==> config.mk <==
export PLATFORM = sky130hd
export DESIGN_NAME = name_feed_arbiter_flat
export DESIGN_NICKNAME = d
export VERILOG_FILES = /design/src/rtl/name_feed_arbiter_if.sv /design/src/rtl/name_feed_arbiter.sv /design/src/flat_wrapper.sv
export SDC_FILE = /design/constraint.sdc
export NUM_CORES = 1
export LEC_CHECK = 0
export ABC_AREA = 1
export BUFFER_PORTS_ARGS = -buffer_cell sky130_fd_sc_hd__buf_4
export CORE_MARGIN = 2
export CORE_UTILIZATION = 46
export DETAILED_ROUTE_END_ITERATION = 16
export MAX_ROUTING_LAYER = met4
export PLACE_DENSITY_LB_ADDON = 0.3
export SETUP_SLACK_MARGIN = 0.05
export SLEW_MARGIN = 0
export SYNTH_ARGS = -nofsm -noshare
export SYNTH_HDL_FRONTEND = slang
export SYNTH_SLANG_ARGS = --single-unit
==> constraint.sdc <==
create_clock -name clk_in -period 2 [get_ports clk_in]
set_clock_uncertainty 0.15 [all_clocks]
set_input_delay 0.4 -clock clk_in [delete_from_list [all_inputs] [get_ports clk_in]]
set_output_delay 0.4 -clock clk_in [all_outputs]
set_load 0.05 [all_outputs]
==> src/rtl/name_feed_arbiter_if.sv <==
// name_feed_arbiter_if: bundles the two requester handshakes and the pipeline
// lane of name_feed_arbiter. The master modport is the environment side
// (requesters plus pipeline). The slave modport is the arbiter itself.
interface name_feed_arbiter_if #(
  parameter int WORD_SIZE       = 32,
  parameter int COMP_INDEX_SIZE = 3
);
  logic                       req0_valid;
  logic [WORD_SIZE-1:0]       req0_word;
  logic                       req0_last;
  logic                       req0_ready;
  logic                       req1_valid;
  logic [WORD_SIZE-1:0]       req1_word;
  logic                       req1_last;
  logic                       req1_ready;
  logic                       pipe_stall;
  logic                       pipe_valid;
  logic [WORD_SIZE-1:0]       pipe_word;
  logic [COMP_INDEX_SIZE-1:0] pipe_comp_index;
  logic                       pipe_first;
  logic                       pipe_last;
  logic                       pipe_src;
  logic                       busy;

  modport master (
    output req0_valid, req0_word, req0_last,
    input  req0_ready,
    output req1_valid, req1_word, req1_last,
    input  req1_ready,
    output pipe_stall,
    input  pipe_valid, pipe_word, pipe_comp_index, pipe_first, pipe_last,
    input  pipe_src, busy
  );

  modport slave (
    input  req0_valid, req0_word, req0_last,
    output req0_ready,
    input  req1_valid, req1_word, req1_last,
    output req1_ready,
    input  pipe_stall,
    output pipe_valid, pipe_word, pipe_comp_index, pipe_first, pipe_last,
    output pipe_src, busy
  );
endinterface

==> src/rtl/name_feed_arbiter.sv <==
// name_feed_arbiter: grants one whole name at a time from two requesters
// (round-robin) and serialises its components onto a single pipeline lane.
// Each component is held for HOLD_CYCLES non-stalled clocks and is tagged with
// its index, first/last flags and source id. Names longer than MAX_NAME_LENGTH
// are cut short, and the excess components are drained and discarded.
// Optional statistics counters: define NAME_FEED_STATS_EN.
module name_feed_arbiter #(
  parameter int WORD_SIZE       = 32,
  parameter int MAX_NAME_LENGTH = 8,
  parameter int COMP_INDEX_SIZE = 3,
  parameter int HOLD_CYCLES     = 2
) (
  input  logic clk_in,
  input  logic rst_in,
  name_feed_arbiter_if.slave bus
`ifdef NAME_FEED_STATS_EN
  ,
  output logic [15:0] stat_names_out,
  output logic [15:0] stat_trunc_out,
  output logic [15:0] stat_stall_out
`endif
);
  localparam int HC_W = (HOLD_CYCLES > 1) ? $clog2(HOLD_CYCLES) : 1;
  localparam logic [HC_W-1:0] HOLD_LAST = HC_W'(HOLD_CYCLES - 1);
  localparam logic [COMP_INDEX_SIZE-1:0] IDX_LAST = COMP_INDEX_SIZE'(MAX_NAME_LENGTH - 1);

  typedef enum logic [1:0] {S_IDLE, S_SEND, S_WAIT, S_DRAIN} state_t;

  state_t                     r_state;
  state_t                     w_state_nxt;
  logic [HC_W-1:0]            r_hold_cnt;
  logic                       r_ptr;     // requester that wins the next tie
  logic                       r_src;     // requester owning the current name
  logic                       r_first;
  logic                       r_last;
  logic                       r_trunc;   // last flag was forced by the length limit
  logic [COMP_INDEX_SIZE-1:0] r_idx;
  logic [WORD_SIZE-1:0]       r_word;

  logic                       w_gnt;
  logic                       w_sel;
  logic                       w_sel_valid;
  logic                       w_sel_last;
  logic [WORD_SIZE-1:0]       w_sel_word;
  logic                       w_rdy;
  logic                       w_load;
  logic                       w_hold_done;
  logic [COMP_INDEX_SIZE-1:0] w_idx_nxt;
  logic                       w_at_limit;

  // A single valid requester wins outright. On a tie, the pointer decides.
  assign w_gnt       = (bus.req0_valid && bus.req1_valid) ? r_ptr : bus.req1_valid;
  // Between names the arbitration winner is selected. Inside a name it is the owner.
  assign w_sel       = (r_state == S_IDLE) ? w_gnt : r_src;
  assign w_sel_valid = w_sel ? bus.req1_valid : bus.req0_valid;
  assign w_sel_last  = w_sel ? bus.req1_last  : bus.req0_last;
  assign w_sel_word  = w_sel ? bus.req1_word  : bus.req0_word;
  assign w_idx_nxt   = (r_state == S_IDLE) ? '0 : r_idx + 1'b1;
  assign w_at_limit  = (w_idx_nxt == IDX_LAST);

  // Next-state, ready and load decisions
  always_comb begin
    w_state_nxt = r_state;
    w_rdy       = 1'b0;
    w_load      = 1'b0;
    w_hold_done = 1'b0;
    unique case (r_state)
      S_IDLE: begin
        if (!bus.pipe_stall && w_sel_valid) begin
          w_rdy       = 1'b1;
          w_load      = 1'b1;
          w_state_nxt = S_SEND;
        end
      end
      S_SEND: begin
        if (!bus.pipe_stall && (r_hold_cnt == HOLD_LAST)) begin
          w_hold_done = 1'b1;
          if (r_last) begin
            w_state_nxt = r_trunc ? S_DRAIN : S_IDLE;
          end else begin
            w_rdy = 1'b1;
            if (w_sel_valid) begin
              w_load = 1'b1;
            end else begin
              w_state_nxt = S_WAIT;
            end
          end
        end
      end
      S_WAIT: begin
        w_rdy = !bus.pipe_stall;
        if (!bus.pipe_stall && w_sel_valid) begin
          w_load      = 1'b1;
          w_state_nxt = S_SEND;
        end
      end
      S_DRAIN: begin
        // Surplus components are swallowed up to and including the requester's last.
        w_rdy = 1'b1;
        if (w_sel_valid && w_sel_last) begin
          w_state_nxt = S_IDLE;
        end
      end
      default: w_state_nxt = S_IDLE;
    endcase
  end

  // Control state: FSM, hold counter, component tags and round-robin pointer
  always_ff @(posedge clk_in) begin
    if (rst_in) begin
      r_state    <= S_IDLE;
      r_hold_cnt <= '0;
      r_ptr      <= 1'b0;
      r_src      <= 1'b0;
      r_idx      <= '0;
      r_first    <= 1'b0;
      r_last     <= 1'b0;
      r_trunc    <= 1'b0;
    end else begin
      r_state <= w_state_nxt;
      if (w_load) begin
        r_hold_cnt <= '0;
        r_idx      <= w_idx_nxt;
        r_first    <= (r_state == S_IDLE);
        r_last     <= w_sel_last || w_at_limit;
        r_trunc    <= !w_sel_last && w_at_limit;
      end else if ((r_state == S_SEND) && !bus.pipe_stall) begin
        r_hold_cnt <= w_hold_done ? '0 : r_hold_cnt + 1'b1;
      end
      if ((r_state == S_IDLE) && w_load) begin
        r_src <= w_gnt;
        r_ptr <= !w_gnt;
      end
    end
  end

  // Component data register, written only when a component is accepted
  always_ff @(posedge clk_in) begin
    if (w_load) begin
      r_word <= w_sel_word;
    end
  end

  assign bus.req0_ready      = w_rdy && !w_sel;
  assign bus.req1_ready      = w_rdy &&  w_sel;
  assign bus.pipe_valid      = (r_state == S_SEND);
  assign bus.pipe_word       = bus.pipe_valid ? r_word : '0;
  assign bus.pipe_comp_index = r_idx;
  assign bus.pipe_first      = bus.pipe_valid && r_first;
  assign bus.pipe_last       = bus.pipe_valid && r_last;
  assign bus.pipe_src        = r_src;
  assign bus.busy            = (r_state != S_IDLE);

`ifdef NAME_FEED_STATS_EN
  logic [15:0] r_stat_names;
  logic [15:0] r_stat_trunc;
  logic [15:0] r_stat_stall;

  // Wrapping event counters: completed names, truncated names, stalled output cycles
  always_ff @(posedge clk_in) begin
    if (rst_in) begin
      r_stat_names <= '0;
      r_stat_trunc <= '0;
      r_stat_stall <= '0;
    end else begin
      if (w_hold_done && r_last) begin
        r_stat_names <= r_stat_names + 1'b1;
      end
      if (w_hold_done && r_last && r_trunc) begin
        r_stat_trunc <= r_stat_trunc + 1'b1;
      end
      if (bus.pipe_valid && bus.pipe_stall) begin
        r_stat_stall <= r_stat_stall + 1'b1;
      end
    end
  end

  assign stat_names_out = r_stat_names;
  assign stat_trunc_out = r_stat_trunc;
  assign stat_stall_out = r_stat_stall;
`endif

endmodule

==> src/flat_wrapper.sv <==
// flat-port wrapper written by rule: the top's interface ports become plain ports
module name_feed_arbiter_flat 
#(
  parameter int WORD_SIZE       = 32,
  parameter int MAX_NAME_LENGTH = 8,
  parameter int COMP_INDEX_SIZE = 3,
  parameter int HOLD_CYCLES     = 2
)
  (clk_in, rst_in, bus_req0_valid, bus_req0_word, bus_req0_last, bus_req0_ready, bus_req1_valid, bus_req1_word, bus_req1_last, bus_req1_ready, bus_pipe_stall, bus_pipe_valid, bus_pipe_word, bus_pipe_comp_index, bus_pipe_first, bus_pipe_last, bus_pipe_src, bus_busy);
  name_feed_arbiter_if #(.WORD_SIZE(WORD_SIZE), .COMP_INDEX_SIZE(COMP_INDEX_SIZE)) bus_i ();
  input  logic clk_in;
  input  logic rst_in;
  input wire logic [$bits(bus_i.req0_valid)-1:0] bus_req0_valid;
  input wire logic [$bits(bus_i.req0_word)-1:0] bus_req0_word;
  input wire logic [$bits(bus_i.req0_last)-1:0] bus_req0_last;
  output wire logic [$bits(bus_i.req0_ready)-1:0] bus_req0_ready;
  input wire logic [$bits(bus_i.req1_valid)-1:0] bus_req1_valid;
  input wire logic [$bits(bus_i.req1_word)-1:0] bus_req1_word;
  input wire logic [$bits(bus_i.req1_last)-1:0] bus_req1_last;
  output wire logic [$bits(bus_i.req1_ready)-1:0] bus_req1_ready;
  input wire logic [$bits(bus_i.pipe_stall)-1:0] bus_pipe_stall;
  output wire logic [$bits(bus_i.pipe_valid)-1:0] bus_pipe_valid;
  output wire logic [$bits(bus_i.pipe_word)-1:0] bus_pipe_word;
  output wire logic [$bits(bus_i.pipe_comp_index)-1:0] bus_pipe_comp_index;
  output wire logic [$bits(bus_i.pipe_first)-1:0] bus_pipe_first;
  output wire logic [$bits(bus_i.pipe_last)-1:0] bus_pipe_last;
  output wire logic [$bits(bus_i.pipe_src)-1:0] bus_pipe_src;
  output wire logic [$bits(bus_i.busy)-1:0] bus_busy;
  assign bus_i.req0_valid = bus_req0_valid;
  assign bus_i.req0_word = bus_req0_word;
  assign bus_i.req0_last = bus_req0_last;
  assign bus_req0_ready = bus_i.req0_ready;
  assign bus_i.req1_valid = bus_req1_valid;
  assign bus_i.req1_word = bus_req1_word;
  assign bus_i.req1_last = bus_req1_last;
  assign bus_req1_ready = bus_i.req1_ready;
  assign bus_i.pipe_stall = bus_pipe_stall;
  assign bus_pipe_valid = bus_i.pipe_valid;
  assign bus_pipe_word = bus_i.pipe_word;
  assign bus_pipe_comp_index = bus_i.pipe_comp_index;
  assign bus_pipe_first = bus_i.pipe_first;
  assign bus_pipe_last = bus_i.pipe_last;
  assign bus_pipe_src = bus_i.pipe_src;
  assign bus_busy = bus_i.busy;
  name_feed_arbiter #(.WORD_SIZE(WORD_SIZE), .MAX_NAME_LENGTH(MAX_NAME_LENGTH), .COMP_INDEX_SIZE(COMP_INDEX_SIZE), .HOLD_CYCLES(HOLD_CYCLES)) u_core (.clk_in(clk_in), .rst_in(rst_in), .bus(bus_i));
endmodule
Word level (Yosys, flattened, before mapping)
Cells that the tools add are included.
{"block": "totals", "output_inout_bits": 42, "inputBits": 71, "ff_bits": 43}
{"block": "op_classes", "eq_ne": 8, "n_reduce_logical": 21, "n_addsub": 2, "muxes": 25}
{"op": "32-bit 2-to-1 mux", "count": 2}
{"op": "1-bit 2-to-1 mux", "count": 13}
{"op": "2-bit 2-to-1 mux", "count": 6}
{"op": "1-bit logical AND", "count": 11}
{"op": "2-bit case mux with 3 select lines", "count": 1}
{"op": "2-bit == test (second input constant)", "count": 2}
{"op": "1-bit logical NOT", "count": 4}
{"op": "2-bit by 1-bit inequality test with 1-bit output (second input constant)", "count": 2}
{"op": "1-bit case mux with 4 select lines", "count": 1}
{"op": "4-bit AND reduction", "count": 1}
{"op": "2-bit OR reduction", "count": 2}
{"op": "3-bit by 1-bit adder with 3-bit output (second input constant)", "count": 1}
{"op": "3-bit == test (second input constant)", "count": 1}
{"op": "3-bit 2-to-1 mux", "count": 1}
{"op": "3-bit inequality test (second input constant)", "count": 1}
{"op": "2-bit by 1-bit == test with 1-bit output (second input constant)", "count": 1}
{"op": "2-bit logical NOT", "count": 1}
{"op": "2-bit inequality test (second input constant)", "count": 1}
{"op": "1-bit case mux with 2 select lines", "count": 1}
{"op": "2-bit nonzero test", "count": 1}
{"op": "1-bit adder (second input constant)", "count": 1}
{"op": "1-bit logical OR", "count": 1}

Depth between registers and ports, before layout
{"block": "depth", "word_depth": 9, "mapped_depth": 10, "mapped_depth_nobuf": 10}

Worst setup path before layout
No wires, ideal clock.
{"block": "synth_path", "kind": "register -> output", "startpoint": "register u_core.r_src (netlist: u_core.bus.pipe_src)", "endpoint": "output port bus_req0_ready", "path_stages_with_launch": 7, "path_buffers": 0, "t_arrival_ns": 1.872, "setup_slack_ns": -0.422, "required_time_ns": 1.450, "cell_sequence": "dfxtp_1 -> nand2_4 -> nand3_4 -> nand2_2 -> nor2_4 -> o22ai_1 -> nor2_1"}
{"block": "synth_via", "elab_chain_cells": 6}
{"element": "from (decl)", "line_no": "name_feed_arbiter.sv:33", "source": "logic r_src;"}
{"element": "from (signal assigned)", "line_no": "name_feed_arbiter.sv:131", "source": "r_src <= w_gnt;"}
{"element": "1-bit 2-to-1 mux (*)", "line_no": "name_feed_arbiter.sv:54", "source": "assign w_sel = (r_state == S_IDLE) ? w_gnt : r_src;"}
{"element": "1-bit 2-to-1 mux", "line_no": "name_feed_arbiter.sv:55", "source": "assign w_sel_valid = w_sel ? bus.req1_valid : bus.req0_valid;"}
{"element": "1-bit logical AND", "line_no": "name_feed_arbiter.sv:69", "source": "if (!bus.pipe_stall && w_sel_valid) begin"}
{"element": "1-bit 2-to-1 mux", "line_no": "name_feed_arbiter.sv:69"}
{"element": "1-bit case mux with 4 select lines", "line_no": "name_feed_arbiter.sv:67", "source": "unique case (r_state)"}
{"element": "1-bit logical AND (*)", "line_no": "name_feed_arbiter.sv:144", "source": "assign bus.req0_ready = w_rdy && !w_sel;"}
{"element": "to (decl)", "line_no": "flat_wrapper.sv:16", "source": "output wire logic [$bits(bus_i.req0_ready)-1:0] bus_req0_ready;"}
Mark *: on every way between the ends. The rest lies on a longest branch, timed or not.

Worst setup path in the final report
{"block": "layout_path", "startpoint": "register u_core.r_state[1]", "endpoint": "output port bus_req0_ready"}
{"block": "layout_via", "elab_chain_cells": 7}
{"element": "from (decl)", "line_no": "name_feed_arbiter.sv:29", "source": "state_t r_state;"}
{"element": "from (signal assigned)", "line_no": "name_feed_arbiter.sv:120", "source": "r_state <= w_state_nxt;"}
{"element": "2-bit logical NOT", "line_no": "name_feed_arbiter.sv:54, name_feed_arbiter.sv:67"}
{"element": "1-bit 2-to-1 mux", "line_no": "name_feed_arbiter.sv:54"}
{"element": "1-bit 2-to-1 mux", "line_no": "name_feed_arbiter.sv:55"}
{"element": "1-bit logical AND", "line_no": "name_feed_arbiter.sv:69"}
{"element": "1-bit 2-to-1 mux", "line_no": "name_feed_arbiter.sv:69"}
{"element": "1-bit case mux with 4 select lines", "line_no": "name_feed_arbiter.sv:67"}
{"element": "1-bit logical AND (*)", "line_no": "name_feed_arbiter.sv:144"}
Marked as above.

==> reports/metrics.csv <==
metric;value;unit
outcome;finished, violations left;
failing checks;negative setup slack;
Yosys warnings;0;
maxcap violations;0;
area of the multi-input gates;990;µm²
area grow syn2layout;53.9;%
layout cells sized above 1;38.4;%
Core Util, Final;74.6;%
TritonCTS clock tree;done;
Final Hold Viols;0;
gr ovfl total;0;
First DRT Iteration DRCs;111;
Worst Path Required;1.45;ns
area of the core;0.00479;mm²
Leak Pwr;1.88;nW
Mapped Avg Cell Area;7.63;µm²
remaining antenna violation count after routing;0;
Synth Area in Simple Gates;35.5;%
post-synth cell types;24;
I/O pins;113;
CTS Root Cell;clkbuf_8;
CP Max Fanout;4;
pwr dens;706;mW/mm²
number of vias per cell;4.63;
I/O Buffers;112;
first-pass GRT wire length;8850;µm
via count of the first global-routing pass;2048;
metal3 WL;355;µm
Total Routing Usage GR;21.4;%
RSZ-0062 raised after global routing;yes;
final setup margin;-0.0794;ns
fmax;481;MHz
Syn Inst Count;304;
HP Class;in -> reg;
post-route clock period utilization;104;%
Rows;25;
die height;75.0;µm
Setup-failing EPs final;2;
Worst-path clk slew;0.08;ns
Syn Nets;376;
Worst-Skew Late Latency;0.28;ns
Critical Path End Type;output port;
routed length on met1;2400;µm
# nets final;502;
TritonCTS buffer count;5;
Setup TNS Final;-0.152;ns
# DRC;0;
Worst-Margin Slew;0.348;ns
Avg WL per Cell;11.8;µm
n_diodes;0;
CTS sink cnt;43;
# H-tree levels;2;
flip-flop and latch count after synthesis;43;
main combinational cell family by area after synthesis;simple AND/OR/NAND/NOR gates;
Crit Path Category;reg -> out;
deepest clock path buffer count;2;
DPL Wire Length;4290;µm
top sig layer;met4;
Final Slew Violations;0;
total of fill cells in the finished design;390;
Post-Synth Adder-Cell Area;0.539;%
crit path DAT;1.53;ns
Die ar.;0.00563;mm²
multiplexer share of the synthesized area;0;%
XOR/XNOR share of the synthesized area;0.755;%
crit start category;flop;
final wirelength;5880;µm
initial antenna violation count;0;
routed wl met2;3050;µm
compound-gate portion of the synthesized area;2.86;%
die width;75.0;µm
largest net degree at the start of global routing;38;
initial core utilization;48.5;%
Seq/Total Area, Yosys;50.9;%
netlist area before placement;0.00232;mm²
maximum vdd drop;0.000506;V
min cycle time layout;2.08;ns
first drt pass iteration count;4;
Placement Cell Area;0.00335;mm²
DR vias;2301;
Reg area;0.00119;mm²
Final Cell Area;0.00357;mm²
GPL Wtd Cong;0.834;
Max transition margin;76.8;%
per-layer routing:
layer | GRT usage [%] | vias up
met4 | 7.94 | 0
li1 | - | 1180
met5 | - | -
met2 | 37.2 | 88
met1 | 23.7 | 1027
met3 | 5.09 | 6
synthesized netlist by cell type, drive strengths merged:
library cell,count,share of area (%)
edfxtp,32,41
xnor2,2,0.75
nand2,123,21
buf,11,2.2
nor2,48,8.4
nor3,1,0.22
dfxtp,11,9.5
o22ai,1,0.27
ha,1,0.54
inv,45,7.3
nand3b,1,0.49
o21ai,5,1.1
a21oi,7,1.5
nand3,11,3.3
nand4,5,2.0
power breakdown:
group,internal (W),switching [W]
Sequential,0.00105,0.0000265
Combinational,0.000305,0.000500
Clock,0.000366,0.000273
timing repair:
| action | 4_1_cts | 5_1_grt |
|---|---|---|
| setup endpoints to repair | 36 | 36 |
| hold buffers | 0 | 0 |
| buffers inserted | 2 | 1 |
| endpoints found under the hold margin | 0 | 0 |
| pin swaps | 4 | 1 |
| resized for setup | 22 | 5 |
critical path, cell delays in order (launching register included):
cell and delay, ns:
dfxtp_4 0.39, inv_4 0.05, nand2_4 0.09, buf_4 0.14
nand2_1 0.11, o22ai_4 0.25, nor2_4 0.05, buf_8 0.15
worst paths after layout:
path | startpoint | to | slack (ns) | cells after the start
worst max-delay path | u_core.r_state[1] | bus_req0_ready | -0.08 | 7
worst max register to register | u_core.r_state[0] | u_core.r_word[6] | 0.18 | 9
worst min-delay path | bus_req0_word[11] | u_core.r_word[11] | 0.22 | 3
worst min register to register | u_core.r_first | u_core.r_first | 0.32 | 2
final cells by class:
cell class | count | area share (%)
flip-flops and latches | 43 | 33.3
well taps | 67 | 2.35
multi-input cells | 205 | 27.7
clock inverters | 1 | 0.841
repair buffers | 130 | 29.0
clock buffers | 6 | 2.03
inverters | 45 | 4.80
registers in the layout, indices dropped and copies added, names as in the netlist:
name	cells
u_core.r_word	32
u_core.bus.pipe_comp_index	3
u_core.r_state	2
u_core.bus.pipe_src	1
u_core.r_first	1
u_core.r_hold_cnt	1
u_core.r_last	1
u_core.r_ptr	1
u_core.r_trunc	1
through the flow:
stage | setup slack [ns] | power, W | hold slack [ns] | cells
finish | -0.0794 | 0.00252 | 0.223 | 497
global route | -0.146 | 0.00264 | 0.218 | 497
CTS | -0.0514 | 0.00253 | 0.213 | 496
detailed placement | -0.0374 | 0.00187 | 0.304 | 487
global placement | -0.00296 | 0.00185 | 0.299 | 487
floorplan | -0.0670 | 0.00157 | 0.284 | 304
cell usage in the layout (no fill, tap or decap), types with 5 or more instances in the layout:
cell type,netlist,layout
buf_6,0,5
nand3_1,8,8
clkbuf_8,0,5
nor2_4,2,6
dfxtp_1,11,8
nand2_1,118,116
inv_1,41,41
buf_4,0,121
nor2_1,46,39
edfxtp_1,32,32
a21oi_1,7,7
cells by family after synthesis:
group,after synthesis
buffers and inverters,56
flip-flops,43
adder cells (fa/ha/maj),1
AND/OR/NAND/NOR,189
XOR/XNOR,2
AO/OA/AOI/OAI,13
No activity file was read; power rests on OpenSTA's default activity.
